--- config.mk ---
export PLATFORM = sky130hd
export DESIGN_NAME = post_add_sub_arbiter
export DESIGN_NICKNAME = d
export VERILOG_FILES = /design/src/rtl/post_add_sub_arbiter.sv
export SDC_FILE = /design/constraint.sdc
export NUM_CORES = 1
export LEC_CHECK = 0
export ABC_AREA = 0
export CAP_MARGIN = 5
export CORE_MARGIN = 4
export CORE_UTILIZATION = 31
export DETAILED_ROUTE_END_ITERATION = 8
export PLACE_DENSITY_LB_ADDON = 0.1
export SLEW_MARGIN = 20
export SYNTH_ARGS = -nofsm -noshare
export SYNTH_HDL_FRONTEND = slang
export SYNTH_SLANG_ARGS = --single-unit
--- constraint.sdc ---
create_clock -name CLK -period 12.8 [get_ports CLK]
set_clock_uncertainty 0.1 [all_clocks]
set_input_delay 2.56 -clock CLK [delete_from_list [all_inputs] [get_ports CLK]]
set_output_delay 2.56 -clock CLK [all_outputs]
set_load 0.005 [all_outputs]
--- src/rtl/post_add_sub_arbiter.sv ---
// Round-robin arbiter that shares one registered WIDTH-bit post-adder/subtracter
// between four valid/ready requesters and returns the result with carry and requester id.
module post_add_sub_arbiter #(
  parameter int WIDTH = 48
) (
  input  logic               CLK,
  input  logic               RST,
  input  logic [3:0]         req_valid,
  output logic [3:0]         req_ready,
  input  logic [4*WIDTH-1:0] req_a,
  input  logic [4*WIDTH-1:0] req_b,
  input  logic [3:0]         req_cin,
  input  logic [3:0]         req_sub,
  output logic               res_valid,
  input  logic               res_ready,
  output logic [WIDTH-1:0]   res_data,
  output logic               res_carry,
  output logic [1:0]         res_id,
  output logic               busy
);

  typedef enum logic [1:0] {
    IDLE = 2'd0,
    EXEC = 2'd1,
    DONE = 2'd2
  } state_t;

  state_t           state_r;
  state_t           next_s;
  logic [1:0]       last_grant_r;
  logic [1:0]       gid_r;
  logic [1:0]       grant_s;
  logic [1:0]       idx_s;
  logic             grant_vld_s;
  logic [WIDTH-1:0] a_r;
  logic [WIDTH-1:0] b_r;
  logic             cin_r;
  logic             sub_r;
  logic [WIDTH:0]   bcin_s;
  logic [WIDTH:0]   sum_s;

  // Round-robin pick: walk offsets 4..1 so the lowest offset after last_grant wins.
  always_comb begin
    grant_s     = 2'd0;
    grant_vld_s = 1'b0;
    idx_s       = 2'd0;
    for (int i = 4; i >= 1; i--) begin
      idx_s       = last_grant_r + 2'(i);
      grant_s     = req_valid[idx_s] ? idx_s : grant_s;
      grant_vld_s = grant_vld_s | req_valid[idx_s];
    end
  end

  // b+cin is widened first so b=all-ones with cin=1 does not wrap before the subtract.
  always_comb begin
    bcin_s = {1'b0, b_r} + {{WIDTH{1'b0}}, cin_r};
    sum_s  = sub_r ? ({1'b0, a_r} - bcin_s) : ({1'b0, a_r} + bcin_s);
  end

  // FSM state register.
  always_ff @(posedge CLK or posedge RST) begin
    if (RST) begin
      state_r <= IDLE;
    end else begin
      state_r <= next_s;
    end
  end

  // FSM next-state logic.
  always_comb begin
    next_s = state_r;
    case (state_r)
      IDLE:    next_s = grant_vld_s ? EXEC : IDLE;
      EXEC:    next_s = DONE;
      DONE:    next_s = res_ready ? IDLE : DONE;
      default: next_s = IDLE;
    endcase
  end

  // FSM outputs: one-hot ready only while idle and out of reset.
  always_comb begin
    req_ready = 4'b0000;
    if ((state_r == IDLE) && grant_vld_s && !RST) begin
      req_ready[grant_s] = 1'b1;
    end else begin
      req_ready = 4'b0000;
    end
    busy = (state_r != IDLE);
  end

  // Operand capture, arbitration history and result registers.
  always_ff @(posedge CLK or posedge RST) begin
    if (RST) begin
      a_r          <= {WIDTH{1'b0}};
      b_r          <= {WIDTH{1'b0}};
      cin_r        <= 1'b0;
      sub_r        <= 1'b0;
      gid_r        <= 2'd0;
      last_grant_r <= 2'd3;
      res_valid    <= 1'b0;
      res_data     <= {WIDTH{1'b0}};
      res_carry    <= 1'b0;
      res_id       <= 2'd0;
    end else begin
      case (state_r)
        IDLE: begin
          if (grant_vld_s) begin
            a_r          <= req_a[grant_s*WIDTH +: WIDTH];
            b_r          <= req_b[grant_s*WIDTH +: WIDTH];
            cin_r        <= req_cin[grant_s];
            sub_r        <= req_sub[grant_s];
            gid_r        <= grant_s;
            last_grant_r <= grant_s;
          end
        end
        EXEC: begin
          res_data  <= sum_s[WIDTH-1:0];
          res_carry <= sum_s[WIDTH];
          res_id    <= gid_r;
          res_valid <= 1'b1;
        end
        DONE: begin
          if (res_ready) begin
            res_valid <= 1'b0;
          end
        end
        default: begin
          res_valid <= 1'b0;
        end
      endcase
    end
  end

endmodule

==> impl_metrics.env, run 1 <==
export IMPL_synth_distinct_cells=76
export IMPL_synth_area_leaders="dfrtp_1, nand2_1, o21ai_0, xnor2_1, ha_1"
export IMPL_clk_pin_slew_ps=60
export IMPL_comb_power_share_pct=70.6
export IMPL_area_growth_pct=40.20
export IMPL_clockPowerShare_pct=10.3
export IMPL_synthMostInstantiatedCell="nand2_1"
export IMPL_rows=77
export IMPL_async_flop_share_pct=100.0
export IMPL_slowest_delay_ps=660
export IMPL_maxCapViolCount=0
export IMPL_critPathArrivalTime_ps=4920
export IMPL_seq_area_um2=3908
export IMPL_cts_buffer_depth=2
export IMPL_synth_common_cells="nand2_1, o21ai_0, dfrtp_1, nand3_1, clkbuf_1"
export IMPL_hp_class="reg -> reg"
export IMPL_internal_power_mw=2.674
export IMPL_tightestPinTransition_ps=1059
export IMPL_p_seq_share_pct=19.1
export IMPL_critPathMostFrequentCell="clkdlybuf4s50_1"
export IMPL_status="finished clean"
export IMPL_port_buffers=455
export IMPL_insertion_delay_ps=430
export IMPL_htreeDepth=4
export IMPL_n_fill_cell=4580
export IMPL_cp_slowest_cell="nand2b_4"
export IMPL_synth_cells=2054
export IMPL_drt_iter0_markers=879
export IMPL_synth_seq_area_share_pct=28.15
export IMPL_antenna_left=0
export IMPL_pin_count=456
export IMPL_grt_max_degree=111
export IMPL_setup_violations=0
export IMPL_cp_cell_sequence="clkdlybuf4s50_1 > nor4_1 > nand2b_4 > inv_1 > and4_1 > clkdlybuf4s50_1"
export IMPL_synth_fp_nets=2506
export IMPL_min_period_ps=7580
export IMPL_multi_input_area_um2=9385
export IMPL_finalNetCount=2859
export IMPL_grt_first_pass_wirelength_mm=81.18
export IMPL_required_ps=10140
export IMPL_period_share_pct=59.22
export IMPL_dp_final_hpwl_mm=42.32
export IMPL_die_area_um2=48200
export IMPL_vias=15120
export IMPL_core_um2=44220
export IMPL_maxSlewHeadroom_pct=28.80
export IMPL_path_class="in -> out"
export IMPL_antenna_found_initial=4
export IMPL_yosysTopAreaCell="dfrtp_1"
export IMPL_yosys_warnings=0
export IMPL_grtUsageTotal_pct=21.16
export IMPL_start_util_pct=31.38
export IMPL_power_switching_mw=2.747
export IMPL_power_leakage_nw=8.275
export IMPL_vias_per_cell=5.017
export IMPL_cts_tree="yes"
export IMPL_fp_dieW_um=219.6
export IMPL_fin_util_pct=43.99
export IMPL_crit_path_end_kind="output pin"
export IMPL_die_y_um=219.6
export IMPL_setup_tns_ps=0
export IMPL_rrSetupSlack_ps=5370
export IMPL_syn_area_um2=13870
export IMPL_root_buffer="clkbuf_16"
export IMPL_peakVddDrop_mv=0.1219
export IMPL_fmax_mhz=131.9
export IMPL_slew_viol_final=0
export IMPL_route_detailed_drc=0
export IMPL_startpoint_type="input port"
export IMPL_ys_flop_type="dfrtp_1"
export IMPL_power_density_nw_per_um2=278.7
export IMPL_synth_top_area_share_pct=27.78
export IMPL_drive_gt1_share_pct=3.307
export IMPL_cts_setup_buffers=0
export IMPL_ys_ff_latch=156
export IMPL_drt_total_wl_mm=53.34
export IMPL_synth_edf_count=0
export IMPL_dr_pass1_iters=5
export IMPL_cts_resized=0
export IMPL_syn_area_per_cell_um2=6.755
export IMPL_hold_violations=0
export IMPL_rsz0062_at_grt="false"
export IMPL_ctsHoldBuffers=0
export IMPL_cp_max_fo=76
export IMPL_cts_sinks=156
export IMPL_wire_per_inst_um=17.70
export IMPL_sw_frac_of_total_pct=50.68
export IMPL_cts_buffers=17
export IMPL_grt_remaining_overflow=0
export IMPL_grt_pass1_vias=14530
export IMPL_globalplace_congestion=0.9425
## cell families (layout without fill, tap and decap cells)
family | count (synthesis) | count (layout) | share of synthesized area (%)
flops | 156 | 156 | 28.15
buf+inv | 165 | 530 | 4.680
simple gates | 1053 | 1053 | 33.25
xor+xnor | 138 | 138 | 8.711
mux | 14 | 14 | 1.055
fa+ha+maj | 53 | 53 | 4.834
compound gates | 475 | 475 | 19.32
other cells | 0 | 3 | 0
## sequential cells by signal, summed over array words and instances, names as in the netlist
name,flops
a_r,48
b_r,48
cin_r,1
gid_r,2
last_grant_r,2
res_carry,1
res_data,48
res_id,2
res_valid,1
state_r,2
sub_r,1
## critical path: cells and delay by family
family                 cells  cell delay, ps
buffers and inverters      3            1150
AND/OR/NAND/NOR            3            1180
## through the flow
step / cells / area [um^2] / setup slack, ps / total power, mW / hold WS [ps]
after floorplan: 2054 / 13870 / 3727 / 3.687 / 346.0
after global placement: 2980 / 18800 / 5227 / 4.820 / 360.9
after detailed placement: 2980 / 18810 / 5235 / 4.880 / 366.4
after CTS: 3011 / 19440 / 5204 / 5.459 / 381.4
after global routing: 3012 / 19450 / 4593 / 5.962 / 399.9
final: 3014 / 19450 / 5220 / 5.421 / 376.8
## cell type report
type                       instances  share of cell area (%)
antenna                            3                 0.03859
clock inverter                     9                  0.8233
sequential                       156                   20.09
timing repair buffer             469                   23.95
tap                              592                   3.808
inverter                          30                  0.6046
clock buffer                      22                   2.438
multi-input combinational       1733                   48.25
## worst paths after layout
path                                           start                        to  cells past startpoint
worst max-delay path                    req_valid[3]              req_ready[1]                      6
worst min-delay path            gid_r[1]$_DFFE_PP0P_      gid_r[1]$_DFFE_PP0P_                      2
worst max register to register    b_r[1]$_DFFE_PP0P_  res_data[47]$_DFFE_PP0P_                     23
worst min register to register  gid_r[1]$_DFFE_PP0P_      gid_r[1]$_DFFE_PP0P_                      2
max in group asynchronous                        RST         sub_r$_DFFE_PP0P_                      3
min in group asynchronous                        RST        a_r[9]$_DFFE_PP0P_                      2
## power by group through the flow
| stage | clock, mW | combinational (mW) | sequential (mW) |
|---|---|---|---|
| after CTS | 0.572 | 3.85 | 1.04 |
| after detailed placement | 0 | 3.84 | 1.04 |
| after floorplan | 0 | 2.77 | 0.912 |
| final | 0.559 | 3.82 | 1.04 |
| after global placement | 0 | 3.78 | 1.04 |
| after global routing | 0.592 | 4.29 | 1.08 |
## layer usage
layer | part of all wire (%) | wire [um] | GRT usage (%) | up-vias
met2 | 45 | 24010 | 33.82 | 467
met3 | 6.5 | 3490 | 4.399 | 26
met4 | 0.94 | 501 | 3.708 | 0
li1 | - | - | - | 7731
met1 | 47 | 25340 | 29.92 | 6896
met5 | 0 | 0 | 0 | -
## cells in the final DEF, fill, tap and decap left out, types with 6 or more instances in the layout
master / synthesis / layout
nand4_1: 28 / 28
xnor2_1: 88 / 88
buf_4: 2 / 14
xor2_1: 50 / 50
clkbuf_16: 0 / 17
nand3_1: 128 / 128
and4_1: 7 / 7
nor2b_1: 11 / 11
and3_1: 19 / 19
o211ai_1: 12 / 12
nor2_1: 68 / 68
nand2b_1: 14 / 12
nand2_1: 687 / 687
o21ai_0: 269 / 268
dfrtp_1: 154 / 153
clkdlybuf4s50_1: 0 / 455
o21bai_1: 8 / 8
inv_1: 30 / 29
a31oi_1: 22 / 22
and2_1: 12 / 12
nor4_1: 15 / 14
a21o_1: 18 / 18
o21a_1: 9 / 8
a21oi_1: 84 / 84
o22ai_1: 6 / 6
ha_1: 52 / 52
nor3_1: 28 / 28
a211oi_1: 13 / 13
or3_1: 8 / 8
mux2i_1: 9 / 9
Power figures use the tool's default switching activity.
==> inputs of run 2 (changes only) <==
clock period = 7.4 ns   (was 12.8 ns; I/O delays follow)
==> impl_metrics.env, run 2 (synthesis gave the netlist of run 1 again) <==
export IMPL_maxCapViolCount=0
export IMPL_rsz0062_at_grt="false"
export IMPL_drt_iter0_markers=940
export IMPL_ctsHoldBuffers=0
export IMPL_finalNetCount=2866
export IMPL_start_util_pct=31.38
export IMPL_pin_count=456
export IMPL_place_area_um2=18850
export IMPL_setup_tns_ps=0
export IMPL_status="finished clean"
export IMPL_cts_buffer_depth=2
export IMPL_crit_path_end_kind="register"
export IMPL_drive_gt1_share_pct=3.667
export IMPL_layout_setup_ws_ps=551.1
export IMPL_reg_top3="a_r (48), b_r (48), res_data (48)"
export IMPL_fp_dieW_um=219.6
export IMPL_setup_violations=0
export IMPL_core_um2=44220
export IMPL_min_period_ps=6849
export IMPL_grtUsageTotal_pct=21.76
export IMPL_grt_first_pass_wirelength_mm=83.39
export IMPL_globalplace_congestion=0.9294
export IMPL_vias=15190
export IMPL_die_area_um2=48200
export IMPL_grt_remaining_overflow=0
export IMPL_final_common_cell="nand2_1"
export IMPL_cts_setup_buffers=0
export IMPL_cts_sinks=156
export IMPL_slowest_delay_ps=600
export IMPL_startpoint_type="register"
export IMPL_grt_pass1_vias=14800
export IMPL_fin_util_pct=44.03
export IMPL_cts_buffers=17
export IMPL_dp_final_hpwl_mm=43.18
export IMPL_route_detailed_drc=0
export IMPL_insertion_delay_ps=450
export IMPL_clk_pin_slew_ps=70
export IMPL_root_buffer="clkbuf_16"
export IMPL_die_y_um=219.6
export IMPL_required_ps=7600
export IMPL_maxSlewHeadroom_pct=41.63
export IMPL_critPathBufInv=1
export IMPL_stdcell_area_um2=19470
export IMPL_antenna_left=0
export IMPL_cp_cell_sequence="ha_1 > nand3_1 > nor2_1 > o211ai_1 > a21boi_1 > and4_1 > nand4b_1 > or3_4 > nor2_4 > mux2_1 > o22ai_1 > xnor2_1 > ha_1 > and3_1 > a31oi_1 > nand2_1 > a311oi_1 > a21oi_1 > o41ai_1 > buf_4 > o211ai_1 > a21oi_1 > xor2_1 > o21ai_0"
export IMPL_fmax_mhz=146.0
export IMPL_drt_total_wl_mm=53.82
export IMPL_vias_per_cell=5.027
export IMPL_hold_violations=0
export IMPL_period_share_pct=92.55
export IMPL_power_density_nw_per_um2=480.8
export IMPL_dr_pass1_iters=5
export IMPL_port_buffers=455
export IMPL_slew_viol_final=0
export IMPL_htreeDepth=4
export IMPL_power_leakage_nw=8.293
export IMPL_grt_max_degree=85
export IMPL_pre_cts_slack_ps=624.1
export IMPL_antenna_found_initial=6
export IMPL_wire_per_inst_um=17.81
export IMPL_total_power_mw=9.363
export IMPL_rows=77
export IMPL_path_class="reg -> reg"
export IMPL_area_growth_pct=40.35
export IMPL_cp_max_fo=11
export IMPL_cp_top_family="simple AND/OR/NAND/NOR gates"
export IMPL_mostFrequentLayoutCells="nand2_1, clkdlybuf4s50_1, o21ai_0, dfrtp_1, nand3_1"
export IMPL_cts_tree="yes"
export IMPL_cts_resized=0
export IMPL_tightestPinTransition_ps=875.5
export IMPL_hp_class="reg -> reg"
export IMPL_peakVddDrop_mv=0.2994
export IMPL_critPathArrivalTime_ps=7050
export IMPL_cp_slowest_cell="nor2_1"
## run 2: changes by cell type in the layout (fill, tap and decap cells not counted)
cell,change
clkbuf_8,-2
buf_4,+7
nor4_4,-1
nor4_2,+1
clkinv_2,+2
bufinv_16,-1
clkinv_4,+4
clkbuf_1,-1
clkinvlp_4,-1
## run 2: report_power, final
part	switching, mW	total [mW]	internal (mW)
Clock	0.394	0.936	0.542
Sequential	0.521	1.84	1.31
Combinational	3.85	6.59	2.74
Total	4.76	9.36	4.60
## run 2: worst paths after layout
| path | startpoint | cells after the start | slack [ps] | endpoint |
|---|---|---|---|---|
| max in group asynchronous | RST | 4 | 3800 | sub_r$_DFFE_PP0P_ |
| min | res_data[36]$_DFFE_PP0P_ | 2 | 380 | res_data[36]$_DFFE_PP0P_ |
| min in group asynchronous | RST | 2 | 1460 | res_data[3]$_DFFE_PP0P_ |
| max | b_r[1]$_DFFE_PP0P_ | 24 | 550 | res_data[47]$_DFFE_PP0P_ |
| max reg2reg | b_r[1]$_DFFE_PP0P_ | 24 | 550 | res_data[47]$_DFFE_PP0P_ |
| min reg2reg | res_data[36]$_DFFE_PP0P_ | 2 | 380 | res_data[36]$_DFFE_PP0P_ |
## run 2: metrics by stage
stage,cells,hold WS [ps]
final,3022,377.3
after global routing,3019,406.2
after CTS,3019,388.7
after detailed placement,2987,373.4
after global placement,2987,360.2
after floorplan,2054,346.0
## run 2: tightest hold or removal path, stage by stage (launching register included)
cell     delay [ps]
dfrtp_1         340
nand2_1          40
o21ai_0          60
## run 2: final cells by class
class                           instances  area [um^2]
Multi-Input combinational cell       1733         9376
Sequential cell                       156         3908
Fill cell                            4608        24750
Inverter                               30        117.6
Tap cell                              592        740.7
Antenna cell                            3        7.507
Timing Repair Buffer                  476         4712
Clock inverter                         13        167.7
Clock buffer                           19        442.9
## run 2: layer usage
metal  GRT usage (%)  vias to the layer above  share of wire [%]
li1                -                     7734                  -
met1           30.65                     6948                 48
met2           34.38                      463                 44
met3           4.964                       44                6.4
met4           4.234                        2                1.5
met5               0                        -              0.024
==> inputs of run 3 (changes only) <==
REMOVE_ABC_BUFFERS = 1   (was default)
==> impl_metrics.env, run 3 (synthesis gave the netlist of run 1 again) <==
export IMPL_root_buffer="clkbuf_16"
export IMPL_seq_area_um2=3908
export IMPL_slew_viol_final=0
export IMPL_critPathArrivalTime_ps=6620
export IMPL_busiest_layer="met2"
export IMPL_tightestPinTransition_ps=1045
export IMPL_setup_violations=0
export IMPL_power_leakage_nw=8.269
export IMPL_port_buffers=455
export IMPL_drt_iter0_markers=830
export IMPL_maxCapViolCount=0
export IMPL_maxSlewHeadroom_pct=30.30
export IMPL_gr_usage_met3_pct=4.233
export IMPL_die_area_um2=48200
export IMPL_worstHoldStart="res_valid$_DFFE_PP0P_"
export IMPL_total_power_mw=9.217
export IMPL_insertion_delay_ps=440
export IMPL_setup_tns_ps=0
export IMPL_path_class="reg -> reg"
export IMPL_cts_buffer_depth=2
export IMPL_period_share_pct=87.05
export IMPL_drive_gt1_share_pct=3.505
export IMPL_htreeDepth=4
export IMPL_hold_violations=0
export IMPL_vias_per_cell=4.965
export IMPL_rrSetupSlack_ps=960
export IMPL_clk_pin_slew_ps=70
export IMPL_core_um2=44220
export IMPL_fmax_mhz=155.2
export IMPL_hp_class="reg -> reg"
export IMPL_cp_max_fo=10
export IMPL_power_density_nw_per_um2=474.5
export IMPL_cts_setup_buffers=0
export IMPL_multi_input_area_um2=9376
export IMPL_grt_remaining_overflow=0
export IMPL_whs_endpoint="res_valid$_DFFE_PP0P_"
export IMPL_grt_first_pass_wirelength_mm=78.70
export IMPL_wire_per_inst_um=16.63
export IMPL_peakVddDrop_mv=0.1984
export IMPL_timing_hold_ws_ps=374.5
export IMPL_layout_setup_ws_ps=958.7
export IMPL_die_y_um=219.6
export IMPL_finalNetCount=2864
export IMPL_use_met2_pct=32.37
export IMPL_vias=14980
export IMPL_holdPathStages=1
export IMPL_dr_pass1_iters=5
export IMPL_fp_dieW_um=219.6
export IMPL_gr_usage_met1_pct=28.52
export IMPL_cts_tree="yes"
export IMPL_r2r_end="res_data[47]$_DFFE_PP0P_"
export IMPL_cts_resized=0
export IMPL_grt_max_degree=199
export IMPL_pin_count=456
export IMPL_grtUsageTotal_pct=20.13
export IMPL_r2r_cells=25
export IMPL_rsz0062_at_grt="false"
export IMPL_mostFrequentLayoutCells="nand2_1, clkdlybuf4s50_1, o21ai_0, dfrtp_1, nand3_1"
export IMPL_antenna_found_initial=1
export IMPL_slowest_delay_ps=520
export IMPL_crit_path_end_kind="register"
export IMPL_rows=77
export IMPL_reg_top3="a_r (48), b_r (48), res_data (48)"
export IMPL_ctsHoldBuffers=0
export IMPL_cp_slowest_cell="dfrtp_1"
export IMPL_area_growth_pct=40.00
export IMPL_globalplace_congestion=0.8812
export IMPL_startpoint_type="register"
export IMPL_min_period_ps=6441
export IMPL_n_fill_cell=4644
export IMPL_place_area_um2=18850
export IMPL_dp_final_hpwl_mm=39.56
export IMPL_antenna_left=0
export IMPL_required_ps=7580
export IMPL_cts_sinks=156
export IMPL_route_detailed_drc=0
export IMPL_drt_total_wl_mm=50.18
export IMPL_status="finished clean"
export IMPL_start_util_pct=31.38
export IMPL_cts_buffers=17
export IMPL_grt_pass1_vias=14380
export IMPL_final_common_cell="nand2_1"
export IMPL_stdcell_area_um2=19420
export IMPL_pre_cts_slack_ps=980.1
export IMPL_r2r_start="b_r[1]$_DFFE_PP0P_"
[run 3: per-layer routing]
layer	part of all wire, %	routed length, um	vias to the layer above
li1	-	-	7740
met1	49	24420	6860
met2	45	22560	364
met3	5.7	2877	20
met4	0.64	321	0
met5	0	0	-
[run 3: through the flow]
step | util (%) | cells
floorplan | - | 1919
global placement | 42.63 | 2985
detailed placement | 42.63 | 2985
CTS | 43.92 | 3017
global route | 43.92 | 3017
finish | 43.93 | 3018
[run 3: layout make-up]
cell class / instances / area share [%]
clock inverters: 11 / 0.6184
well taps: 592 / 3.813
flip-flops and latches: 156 / 20.12
inverters: 30 / 0.6055
diodes: 1 / 0.01288
clock buffers: 21 / 2.319
repair buffers: 474 / 24.24
multi-input cells: 1733 / 48.27
[run 3: critical path, delay by kind of cell, from the launching register on]
kind | cells | cell delay, ps
multiplexers | 1 | 330
XOR/XNOR | 2 | 320
adder cells (fa/ha/maj) | 2 | 750
AND/OR/NAND/NOR | 8 | 1920
buffers and inverters | 2 | 400
flip-flops | 1 | 520
AO/OA/AOI/OAI | 10 | 1940
[run 3: how the worst max path moves through the flow]
stage                             startpoint                  endpoint  slack [ps]  depth (start not counted)
final                     b_r[1]$_DFFE_PP0P_  res_data[47]$_DFFE_PP0P_         960                         25
after global routing      b_r[1]$_DFFE_PP0P_  res_data[45]$_DFFE_PP0P_         340                         26
after CTS                 b_r[1]$_DFFE_PP0P_  res_data[47]$_DFFE_PP0P_         960                         25
after detailed placement  b_r[1]$_DFFE_PP0P_  res_data[47]$_DFFE_PP0P_         980                         25
after global placement    b_r[0]$_DFFE_PP0P_  res_data[45]$_DFFE_PP0P_        1150                         25
after floorplan                 req_valid[3]              req_ready[1]       -6740                          2
[run 3: where the power goes]
part / internal [mW] / switching [mW] / leakage [nW] / total (mW)
clock: 0.504 / 0.373 / 0.273 / 0.878
combinational: 2.74 / 3.74 / 6.09 / 6.48
sequential: 1.32 / 0.544 / 1.90 / 1.86
total: 4.56 / 4.66 / 8.27 / 9.22
